===== config.mk =====
export PLATFORM = sky130hd
export DESIGN_NAME = fetch_queue
export DESIGN_NICKNAME = d
export VERILOG_FILES = /design/src/rtl/fetch_pkg.sv /design/src/rtl/fetch_fifo.sv /design/src/rtl/fetch_queue.sv
export SDC_FILE = /design/constraint.sdc
export NUM_CORES = 1
export LEC_CHECK = 0
export ABC_AREA = 1
export CORE_ASPECT_RATIO = 0.75
export CORE_MARGIN = 10
export CORE_UTILIZATION = 48
export CTS_CLUSTER_DIAMETER = 80
export DETAILED_ROUTE_END_ITERATION = 7
export GPL_TIMING_DRIVEN = 1
export MAX_ROUTING_LAYER = met4
export PLACE_DENSITY = 0.75
export SKIP_LAST_GASP = 1
export SLEW_MARGIN = 20
export SYNTH_ARGS = -nofsm -noshare
export SYNTH_HDL_FRONTEND = slang
export SYNTH_SLANG_ARGS = --single-unit
export TNS_END_PERCENT = 1

===== constraint.sdc =====
create_clock -name clk -period 5 [get_ports clk]
set_input_delay 1 -clock clk [delete_from_list [all_inputs] [get_ports clk]]
set_output_delay 1 -clock clk [all_outputs]
set_load 0.02 [all_outputs]

===== src/rtl/fetch_pkg.sv =====
// Shared types and constants for the fetch queue: FSM states, boot PC,
// canonical NOP encoding and the sequential PC stride.
package fetch_pkg;

  typedef enum logic [1:0] {
    BOOT  = 2'd0,
    RUN   = 2'd1,
    FLUSH = 2'd2
  } fetch_state_t;

  localparam logic [31:0] RESET_PC_DEFAULT = 32'h0100_0000;
  localparam logic [31:0] NOP_INSN         = 32'h0000_0013;
  localparam int          PC_INC           = 4;

endpackage


===== src/rtl/fetch_fifo.sv =====
// Synchronous FIFO of {pc, insn} pairs with a combinational head and a
// single-cycle flush; asynchronous active-low reset.
module fetch_fifo
  import fetch_pkg::*;
#(
  parameter int AWIDTH = 32,
  parameter int DWIDTH = 32,
  parameter int DEPTH  = 4
) (
  input  logic                     clk,
  input  logic                     rst,
  input  logic                     push,
  input  logic                     pop,
  input  logic                     flush,
  input  logic [AWIDTH-1:0]        push_pc,
  input  logic [DWIDTH-1:0]        push_insn,
  output logic                     head_valid,
  output logic [AWIDTH-1:0]        head_pc,
  output logic [DWIDTH-1:0]        head_insn,
  output logic [$clog2(DEPTH):0]   count
);

  localparam int PW = $clog2(DEPTH);
  localparam logic [PW-1:0] PTR_ONE = 1;
  localparam logic [PW:0]   CNT_ONE = 1;

  logic [AWIDTH-1:0] pc_mem   [DEPTH];
  logic [DWIDTH-1:0] insn_mem [DEPTH];
  logic [PW-1:0]     wr_ptr_reg;
  logic [PW-1:0]     rd_ptr_reg;
  logic [PW:0]       count_reg;
  logic              do_push;
  logic              do_pop;

  assign do_push = push && !flush;
  assign do_pop  = pop && !flush && (count_reg != '0);

  always_ff @(posedge clk) begin
    if (do_push) begin
      pc_mem[wr_ptr_reg]   <= push_pc;
      insn_mem[wr_ptr_reg] <= push_insn;
    end
  end

  always_ff @(posedge clk or negedge rst) begin
    if (!rst) begin
      wr_ptr_reg <= '0;
      rd_ptr_reg <= '0;
      count_reg  <= '0;
    end else if (flush) begin
      wr_ptr_reg <= '0;
      rd_ptr_reg <= '0;
      count_reg  <= '0;
    end else begin
      if (do_push) wr_ptr_reg <= wr_ptr_reg + PTR_ONE;
      if (do_pop)  rd_ptr_reg <= rd_ptr_reg + PTR_ONE;
      case ({do_push, do_pop})
        2'b10:   count_reg <= count_reg + CNT_ONE;
        2'b01:   count_reg <= count_reg - CNT_ONE;
        default: count_reg <= count_reg;
      endcase
    end
  end

  // Storage is never reset, so the head is masked to zero while empty.
  assign head_valid = (count_reg != '0);
  assign head_pc    = head_valid ? pc_mem[rd_ptr_reg]   : '0;
  assign head_insn  = head_valid ? insn_mem[rd_ptr_reg] : '0;
  assign count      = count_reg;

  no_push_when_full: assert property (@(posedge clk) disable iff (!rst)
    (do_push && (count_reg == (PW+1)'(DEPTH))) |-> do_pop);

endmodule


===== src/rtl/fetch_queue.sv =====
// Fetch stage: sequential PC generation, credit-limited imem requests, an
// in-order response queue to decode, and redirect with stale-response drop.
// Optional FETCH_QUEUE_PERF_EN adds stall and flushed-response counters.
module fetch_queue
  import fetch_pkg::*;
#(
  parameter int                AWIDTH          = 32,
  parameter int                DWIDTH          = 32,
  parameter int                DEPTH           = 4,
  parameter logic [AWIDTH-1:0] RESET_PC        = AWIDTH'(RESET_PC_DEFAULT),
  parameter int                MAX_OUTSTANDING = 2
) (
  input  logic                   clk,
  input  logic                   rst,
  input  logic                   redirect_i,
  input  logic [AWIDTH-1:0]      redirect_pc_i,
  output logic                   imem_req_valid_o,
  input  logic                   imem_req_ready_i,
  output logic [AWIDTH-1:0]      imem_addr_o,
  input  logic                   imem_rsp_valid_i,
  input  logic [DWIDTH-1:0]      imem_rsp_data_i,
  output logic                   dec_valid_o,
  input  logic                   dec_ready_i,
  output logic [AWIDTH-1:0]      pc_o,
  output logic [DWIDTH-1:0]      insn_o,
  output logic [$clog2(DEPTH):0] occupancy_o
`ifdef FETCH_QUEUE_PERF_EN
  ,
  output logic [31:0]            stall_cycles_o,
  output logic [31:0]            flushed_rsp_o
`endif
);

  localparam int CW = $clog2(DEPTH) + 1;
  localparam int OW = $clog2(MAX_OUTSTANDING + 1);
  localparam int SW = CW + OW;
  localparam logic [OW-1:0]     OUT_ONE    = 1;
  localparam logic [AWIDTH-1:0] PC_STEP    = AWIDTH'(PC_INC);
  localparam logic [AWIDTH-1:0] ALIGN_MASK = ~AWIDTH'(3);

  fetch_state_t      state_reg;
  logic [AWIDTH-1:0] fetch_pc_reg;
  logic [AWIDTH-1:0] resp_pc_reg;
  logic [OW-1:0]     outstanding_reg;
  logic [OW-1:0]     outstanding_next;
  logic [OW-1:0]     drop_cnt_reg;
  logic [SW-1:0]     credit_sum;
  logic [AWIDTH-1:0] redirect_target;
  logic              req_fire;
  logic              rsp_push;
  logic              fifo_pop;

  // Queued plus in-flight entries never exceed DEPTH, so a response always has a slot.
  assign credit_sum       = SW'(occupancy_o) + SW'(outstanding_reg);
  assign imem_req_valid_o = (state_reg == RUN) && (credit_sum < SW'(DEPTH))
                            && (outstanding_reg < OW'(MAX_OUTSTANDING));
  assign imem_addr_o      = fetch_pc_reg;
  assign req_fire         = imem_req_valid_o && imem_req_ready_i;
  assign rsp_push         = (state_reg == RUN) && imem_rsp_valid_i && !redirect_i;
  assign fifo_pop         = dec_valid_o && dec_ready_i;
  assign redirect_target  = redirect_pc_i & ALIGN_MASK;

  always_comb begin
    outstanding_next = outstanding_reg;
    if (req_fire && !imem_rsp_valid_i)
      outstanding_next = outstanding_reg + OUT_ONE;
    else if (!req_fire && imem_rsp_valid_i)
      outstanding_next = outstanding_reg - OUT_ONE;
  end

  always_ff @(posedge clk or negedge rst) begin
    if (!rst) begin
      state_reg       <= BOOT;
      fetch_pc_reg    <= RESET_PC;
      resp_pc_reg     <= RESET_PC;
      outstanding_reg <= '0;
      drop_cnt_reg    <= '0;
    end else begin
      outstanding_reg <= outstanding_next;
      if (redirect_i) begin
        // Everything still in flight, including a request accepted this cycle, is stale.
        fetch_pc_reg <= redirect_target;
        resp_pc_reg  <= redirect_target;
        drop_cnt_reg <= outstanding_next;
        state_reg    <= (outstanding_next != '0) ? FLUSH : RUN;
      end else begin
        case (state_reg)
          BOOT: state_reg <= RUN;
          RUN: begin
            if (req_fire)         fetch_pc_reg <= fetch_pc_reg + PC_STEP;
            if (imem_rsp_valid_i) resp_pc_reg  <= resp_pc_reg + PC_STEP;
          end
          FLUSH: begin
            if (imem_rsp_valid_i) drop_cnt_reg <= drop_cnt_reg - OUT_ONE;
            if ((drop_cnt_reg == '0) || (imem_rsp_valid_i && (drop_cnt_reg == OUT_ONE)))
              state_reg <= RUN;
          end
          default: state_reg <= BOOT;
        endcase
      end
    end
  end

  fetch_fifo #(
    .AWIDTH (AWIDTH),
    .DWIDTH (DWIDTH),
    .DEPTH  (DEPTH)
  ) u_fifo (
    .clk        (clk),
    .rst        (rst),
    .push       (rsp_push),
    .pop        (fifo_pop),
    .flush      (redirect_i),
    .push_pc    (resp_pc_reg),
    .push_insn  (imem_rsp_data_i),
    .head_valid (dec_valid_o),
    .head_pc    (pc_o),
    .head_insn  (insn_o),
    .count      (occupancy_o)
  );

`ifdef FETCH_QUEUE_PERF_EN
  logic [31:0] stall_cnt_reg;
  logic [31:0] flushed_cnt_reg;
  logic        rsp_discard;

  assign rsp_discard = imem_rsp_valid_i && (redirect_i || (state_reg == FLUSH));

  always_ff @(posedge clk or negedge rst) begin
    if (!rst) begin
      stall_cnt_reg   <= '0;
      flushed_cnt_reg <= '0;
    end else begin
      if (dec_ready_i && !dec_valid_o && (stall_cnt_reg != '1))
        stall_cnt_reg <= stall_cnt_reg + 32'd1;
      if (rsp_discard && (flushed_cnt_reg != '1))
        flushed_cnt_reg <= flushed_cnt_reg + 32'd1;
    end
  end

  assign stall_cycles_o = stall_cnt_reg;
  assign flushed_rsp_o  = flushed_cnt_reg;
`endif

  rsp_has_request: assert property (@(posedge clk) disable iff (!rst)
    imem_rsp_valid_i |-> (outstanding_reg != '0));

endmodule


==> impl_metrics.yaml <==
floorplanning:
  die_h_um: 171.2
  initial_core_util: 0.4863
  fp-row-count: 55
  coreArea_mm2: 0.03007
  io_pins: 171
  die_w_um: 221.6
  dieArea_mm2: 0.03792
route:
  vias: 11290
  drc: 0
  drt-pass1-iter-count: 5
  wire_per_inst_um: 18.19
  wl_um: 37700
  drtIter0Drc: 1267
  antenna_left: 0
  vias_per_cell: 5.447
clock_tree:
  clock_sinks: 321
  cts_tree: "built"
  cts_root_buffer: "clkbuf_16"
  postCtsHoldBufs: 0
  clkLatencyLatePin_ns: 0.57
  cts_buffers: 31
  cts_resized: 0
  clk_pin_slew_ns: 0.07
  htree_levels: 1
  postCtsSetupBuffers: 0
  clock_path_buffers: 3
timing:
  rsz0062_at_grt: "no"
  post-route-min-period_ns: 4.061
  post-route-period-util: 0.8123
  setup_viol: 0
  skew_ns: 0.01351
  hold_viol: 0
  hold-worst-slack_ns: 0.3759
  slew_viol_final: 0
  slew_headroom: 0.3769
  worst_slew_pin_slew_ns: 0.9346
  max_freq_ghz: 0.2462
  finalSetupTns_ns: 0
global_routing:
  grt_usage: 0.1963
  grt_pass1_vias: 10590
  grt_max_degree: 126
  grt_pass1_wl_um: 58380
  antenna_found_initial: 0
  gr-total-overflow: 0
yosys:
  ys.flop_type: "edfxtp_1"
  yosys_warnings: 0
  synth.avg_cell_area_um2: 9.692
  syn_inst: 1509
  ys_seq_area_frac: 0.6343
  ys_seq_elements: 321
  yosysUniqueCellTypes: 43
  synthArstFlopShare: 0.2274
  synth_enable_flop_cells: 248
  syn_area_mm2: 0.01463
layout:
  largest-register: "u_fifo.insn_mem"
  post_route_cells_drive_above_1_share: 0.05854
  num_antenna_cells: 0
  areaGrowthSynthToFinish_pct: 20.46
  mostFrequentLayoutCells: "352 x nor2_1, 263 x nand2_1, 248 x edfxtp_1"
  largest_reg_flops: 128
  stdcell_count: 2073
  fillCellCount: 2496
  seq_area_mm2: 0.009281
  nNetsFinal: 1730
  mostFrequentLayoutCell: "nor2_1"
  multiInputGateArea_mm2: 0.004795
  top_regs: "u_fifo.insn_mem (128), u_fifo.pc_mem (120)"
power_and_ir_drop:
  ir_drop_mv: 0.3242
  p_per_area_mw_per_mm2: 487.9
  leakage_nw: 6.465
critical_path:
  crit_path_max_fanout: 95
  ff2ff_path_depth: 11
  reg2reg_slack_ns: 2.32
  r2r-start: "state_reg[1]"
  endpoint_kind: "output pin"
  critPathArrivalTime_ns: 3.06
  critPathLaunchType: "register"
  r2r-end: "u_fifo.count[2]"
  worstSetupPathType: "reg -> out"
  crit_end: "pc_o[19]"
  startpoint: "u_fifo.rd_ptr_reg[0]"
  required_ns: 4.00
placed_design:
  finalWeightedCongestion: 0.9507
  io_buffers: 164
  placed_cells: 2016
  post-dp-hpwl_um: 23640
job:
  drv_cap: 0
outcome:
  run_status: "complete, no violations"
min_path:
  hp-class: "in -> async"
==> worst min path at each step <==
stage,slack (ns),endpoint,from
floorplan,0.45,drop_cnt_reg[1],drop_cnt_reg[1]
global placement,0.47,drop_cnt_reg[1],drop_cnt_reg[1]
detailed placement,0.48,drop_cnt_reg[1],drop_cnt_reg[1]
CTS,0.37,imem_addr_o[28],rst
global route,0.38,imem_addr_o[6],rst
finish,0.38,imem_addr_o[6],rst
==> cell families after synthesis <==
| kind of cell | after synthesis | synth area share |
|---|---|---|
| other | 1 | 0.0002564 |
| buffers and inverters | 148 | 0.04072 |
| AND/OR/NAND/NOR | 734 | 0.2036 |
| XOR/XNOR | 23 | 0.01377 |
| flip-flops | 321 | 0.6343 |
| AO/OA/AOI/OAI | 271 | 0.09761 |
| multiplexers | 1 | 0.0006844 |
| adder cells (fa/ha/maj) | 10 | 0.009069 |
==> cell type report <==
type                    count  share of cell area
well taps                 399             0.02834
flip-flops and latches    321              0.5268
multi-input cells        1043              0.2721
inverters                  77             0.01641
clock buffers              38             0.04552
repair buffers            176              0.1013
clock inverters            19            0.009516
==> Yosys cell counts, types with 8 or more instances <==
cell type / count / share of area
nand2_1: 263 / 0.067
nand3_1: 69 / 0.024
o211ai_1: 10 / 0.0051
o21ai_0: 134 / 0.046
dfrtp_1: 71 / 0.12
inv_2: 16 / 0.0041
nor3_1: 8 / 0.0027
buf_2: 17 / 0.0058
inv_1: 58 / 0.015
edfxtp_1: 248 / 0.51
nand4_1: 10 / 0.0043
nand3b_1: 9 / 0.0046
o21ai_1: 11 / 0.0038
clkbuf_1: 43 / 0.011
nor2_1: 356 / 0.091
xor2_1: 20 / 0.012
a21oi_1: 95 / 0.033
a31oi_1: 8 / 0.0034
ha_1: 9 / 0.0077
==> worst max-delay path, stage by stage (launching register included) <==
cell and delay, ns:
dfrtp_4 0.49, inv_2 0.42, buf_12 0.40, o21ai_0 0.21, a21oi_1 0.28, clkdlybuf4s50_1 0.66
==> stage by stage <==
step	power (W)	util	worst slack (ns)	cell area, um2
after floorplan	0.005113	-	0.5328	14640
after global placement	0.006340	0.5536	1.312	16650
after detailed placement	0.006407	0.5536	1.226	16650
after CTS	0.008645	0.5859	0.8521	17620
after global routing	0.009048	0.5859	0.7780	17620
final	0.008596	0.5859	0.9387	17620
==> power by group <==
part           internal, W  leakage, nW  switching, W
clock              0.00125        0.468      0.000993
sequential         0.00318         3.10      0.000325
combinational      0.00110         2.90       0.00175
total              0.00553         6.47       0.00307
==> metal layers <==
layer / wire length [um] / vias up / track usage
met2: 17140 / 422 / 0.3007
met1: 17170 / 5425 / 0.2715
met3: 2787 / 49 / 0.03426
li1: - / 5395 / -
met5: 0 / - / -
met4: 609 / 0 / 0.04102
No activity file was read; power rests on OpenSTA's default activity.
==> variant, RTL diff (config.mk and constraints unchanged) <==
Build with the macro `FETCH_QUEUE_PERF_EN` defined.
--- a/src/rtl/fetch_queue.sv
+++ b/src/rtl/fetch_queue.sv
@@ -2,4 +2,6 @@
 // in-order response queue to decode, and redirect with stale-response drop.
 // Optional FETCH_QUEUE_PERF_EN adds stall and flushed-response counters.
+`define FETCH_QUEUE_PERF_EN
+
 module fetch_queue
   import fetch_pkg::*;
Formal check against the unedited RTL (old outputs only; new: flushed_rsp_o and stall_cycles_o): equivalent (equiv_simple and equiv_induct, registers matched by name and starting in step).
==> variant against the unedited design <==
First-iteration DRC count grew 6.9%; routed wire length grew 36%; non-clock buffer count grew 70; via count grew 32%; area after synthesis grew 26%; worst setup slack lost 380 ps; global-route usage grew 2.8 points; sequential cell count grew 64; sequential power grew 18%; total power grew 21%; design area grew 28%; core utilization grew 1.7 points; critical path type unchanged.
==> variant: results (changes against the unedited design) <==
- The total clock buffers created by CTS was 39 (+26%).
* Routability congestion estimate: 0.9408 (-1.0%)
- The iteration-0 DRC count of the detailed router came to 1354 (+6.9%).
* Outcome: finished, final reports clean
- The number of different library cells in the post-synthesis netlist came to 42 (-2.3%).
- Vias per Instance: 5.350 (-1.8%)
* Number of inserted filler cells in the final layout: 3116 (+25%)
* Ratio of cells with drive above 1 in the final layout: 5.118% (-0.74 points)
- The cell count after placement was 2718 (+35%).
- The tightest slew margin relative to the limit came to 39.70% (+2.0 points).
- Maximum number of pins on one net before global-route repair: 81 (-36%)
- The sequential area share after synthesis is 59.20% (-4.2 points).
* Data arrival time of the critical path: 3440 ps (+380 ps)
* Leakage power figure: 8.658 nW (+34%)
- The HPWL reported at the end of detailed placement is 34250 µm (+45%).
- Number of levels in the clock H-tree: 2 (+1)
- The top fanout value on the critical path is 55 (-42%).
- The worst-case vdd ir drop is 0.3058 mV (-5.7%).
- The final setup skew is 31.96 ps (+18.46 ps).
- The final net count is 2337 (+35%).
* Global-route total usage across every layer: 22.42% (+2.8 points)
- Worst setup slack before clock tree synthesis: 1143 ps (-83.45 ps)
- The via count of the first global-routing pass came to 14580 (+38%).
- Global-route wire length before repair: 81260 µm (+39%)
* Most common library cells after synthesis: sky130_fd_sc_hd__nand2_1, sky130_fd_sc_hd__nor2_1, sky130_fd_sc_hd__edfxtp_1
- The final instance count without filler cells is 2791 (+35%).
- The setup slack of the worst register-to-register path is 2250 ps (-70 ps).
* Int Pwr: 6.774 mW (+22%)
- Fraction of the cycle the final worst path needs: 88.79% (+7.6 points)
* DRT Wirelength: 51200 µm (+36%)
- Initial antenna violation count: 1 (+1)
- Synth top area cells: sky130_fd_sc_hd__edfxtp_1, sky130_fd_sc_hd__dfrtp_1, sky130_fd_sc_hd__nand2_1, sky130_fd_sc_hd__nor2_1, sky130_fd_sc_hd__o21ai_0
## variant: kinds of logic after synthesis
group / count (synthesis) / share of synthesized area, %
buffers and inverters: 198 / 4.419
DFF: 385 / 59.20
other: 1 / 0.02041
and+or+nand+nor: 1101 / 24.29
xor gates and xnor gates: 71 / 3.384
adders and majority gates: 12 / 0.8579
AOI/OAI and AO/OA: 273 / 7.837
## variant: area by class of cell
type	instances	area (µm²)	share of cell area [%]
Timing Repair Buffer	246	2476	10.99
Inverter	122	457.9	2.032
Sequential cell	385	10880	48.30
Tap cell	504	630.6	2.799
Clock buffer	55	1066	4.731
Clock inverter	17	286.5	1.272
Antenna cell	1	2.502	0.01111
Multi-Input combinational cell	1461	6730	29.87
## variant: through the flow
stage	hold slack (ps)	instance area [µm²]
6_report	465.7	22530
5_1_grt	532.9	22530
4_1_cts	505.1	22530
3_5_place_dp	514.9	21180
3_3_place_gp	514.9	21180
2_1_floorplan	471.0	18390
## variant: path summary, 6_finish.rpt
check / to / startpoint / cells after the start
min reg2reg: drop_cnt_reg[1] / drop_cnt_reg[1] / 2
min in group clk: drop_cnt_reg[1] / drop_cnt_reg[1] / 2
max reg2reg: imem_addr_o[25] / u_fifo.count[1] / 9
max: pc_o[15] / u_fifo.rd_ptr_reg[0] / 5
max in group asynchronous: stall_cycles_o[0] / rst / 2
min: flushed_rsp_o[29] / rst / 1
## variant: power groups by stage
stage                     logic (mW)  registers (mW)  clock network, mW
after detailed placement        3.23            4.20                  0
final                           3.22            4.15               3.07
after global routing            3.52            4.20               3.28
after global placement          3.17            4.19                  0
after CTS                       3.25            4.14               3.13
after floorplan                 1.74            4.17                  0
## variant: layer usage
metal  routed length [µm]  up-vias  global-route usage, %
met5                    0        -                      -
met2                22890      592                  33.32
met1                23410     7087                  31.28
met3                 3974       69                  3.938
li1                     -     7185                      -
met4                  925        0                  5.828
## variant: critical path, cell delays in order (launching register included)
cell,delay [ps]
sky130_fd_sc_hd__dfrtp_4,720
sky130_fd_sc_hd__inv_2,620
sky130_fd_sc_hd__buf_4,430
sky130_fd_sc_hd__o21ai_0,150
sky130_fd_sc_hd__a21oi_1,200
sky130_fd_sc_hd__clkdlybuf4s50_1,740
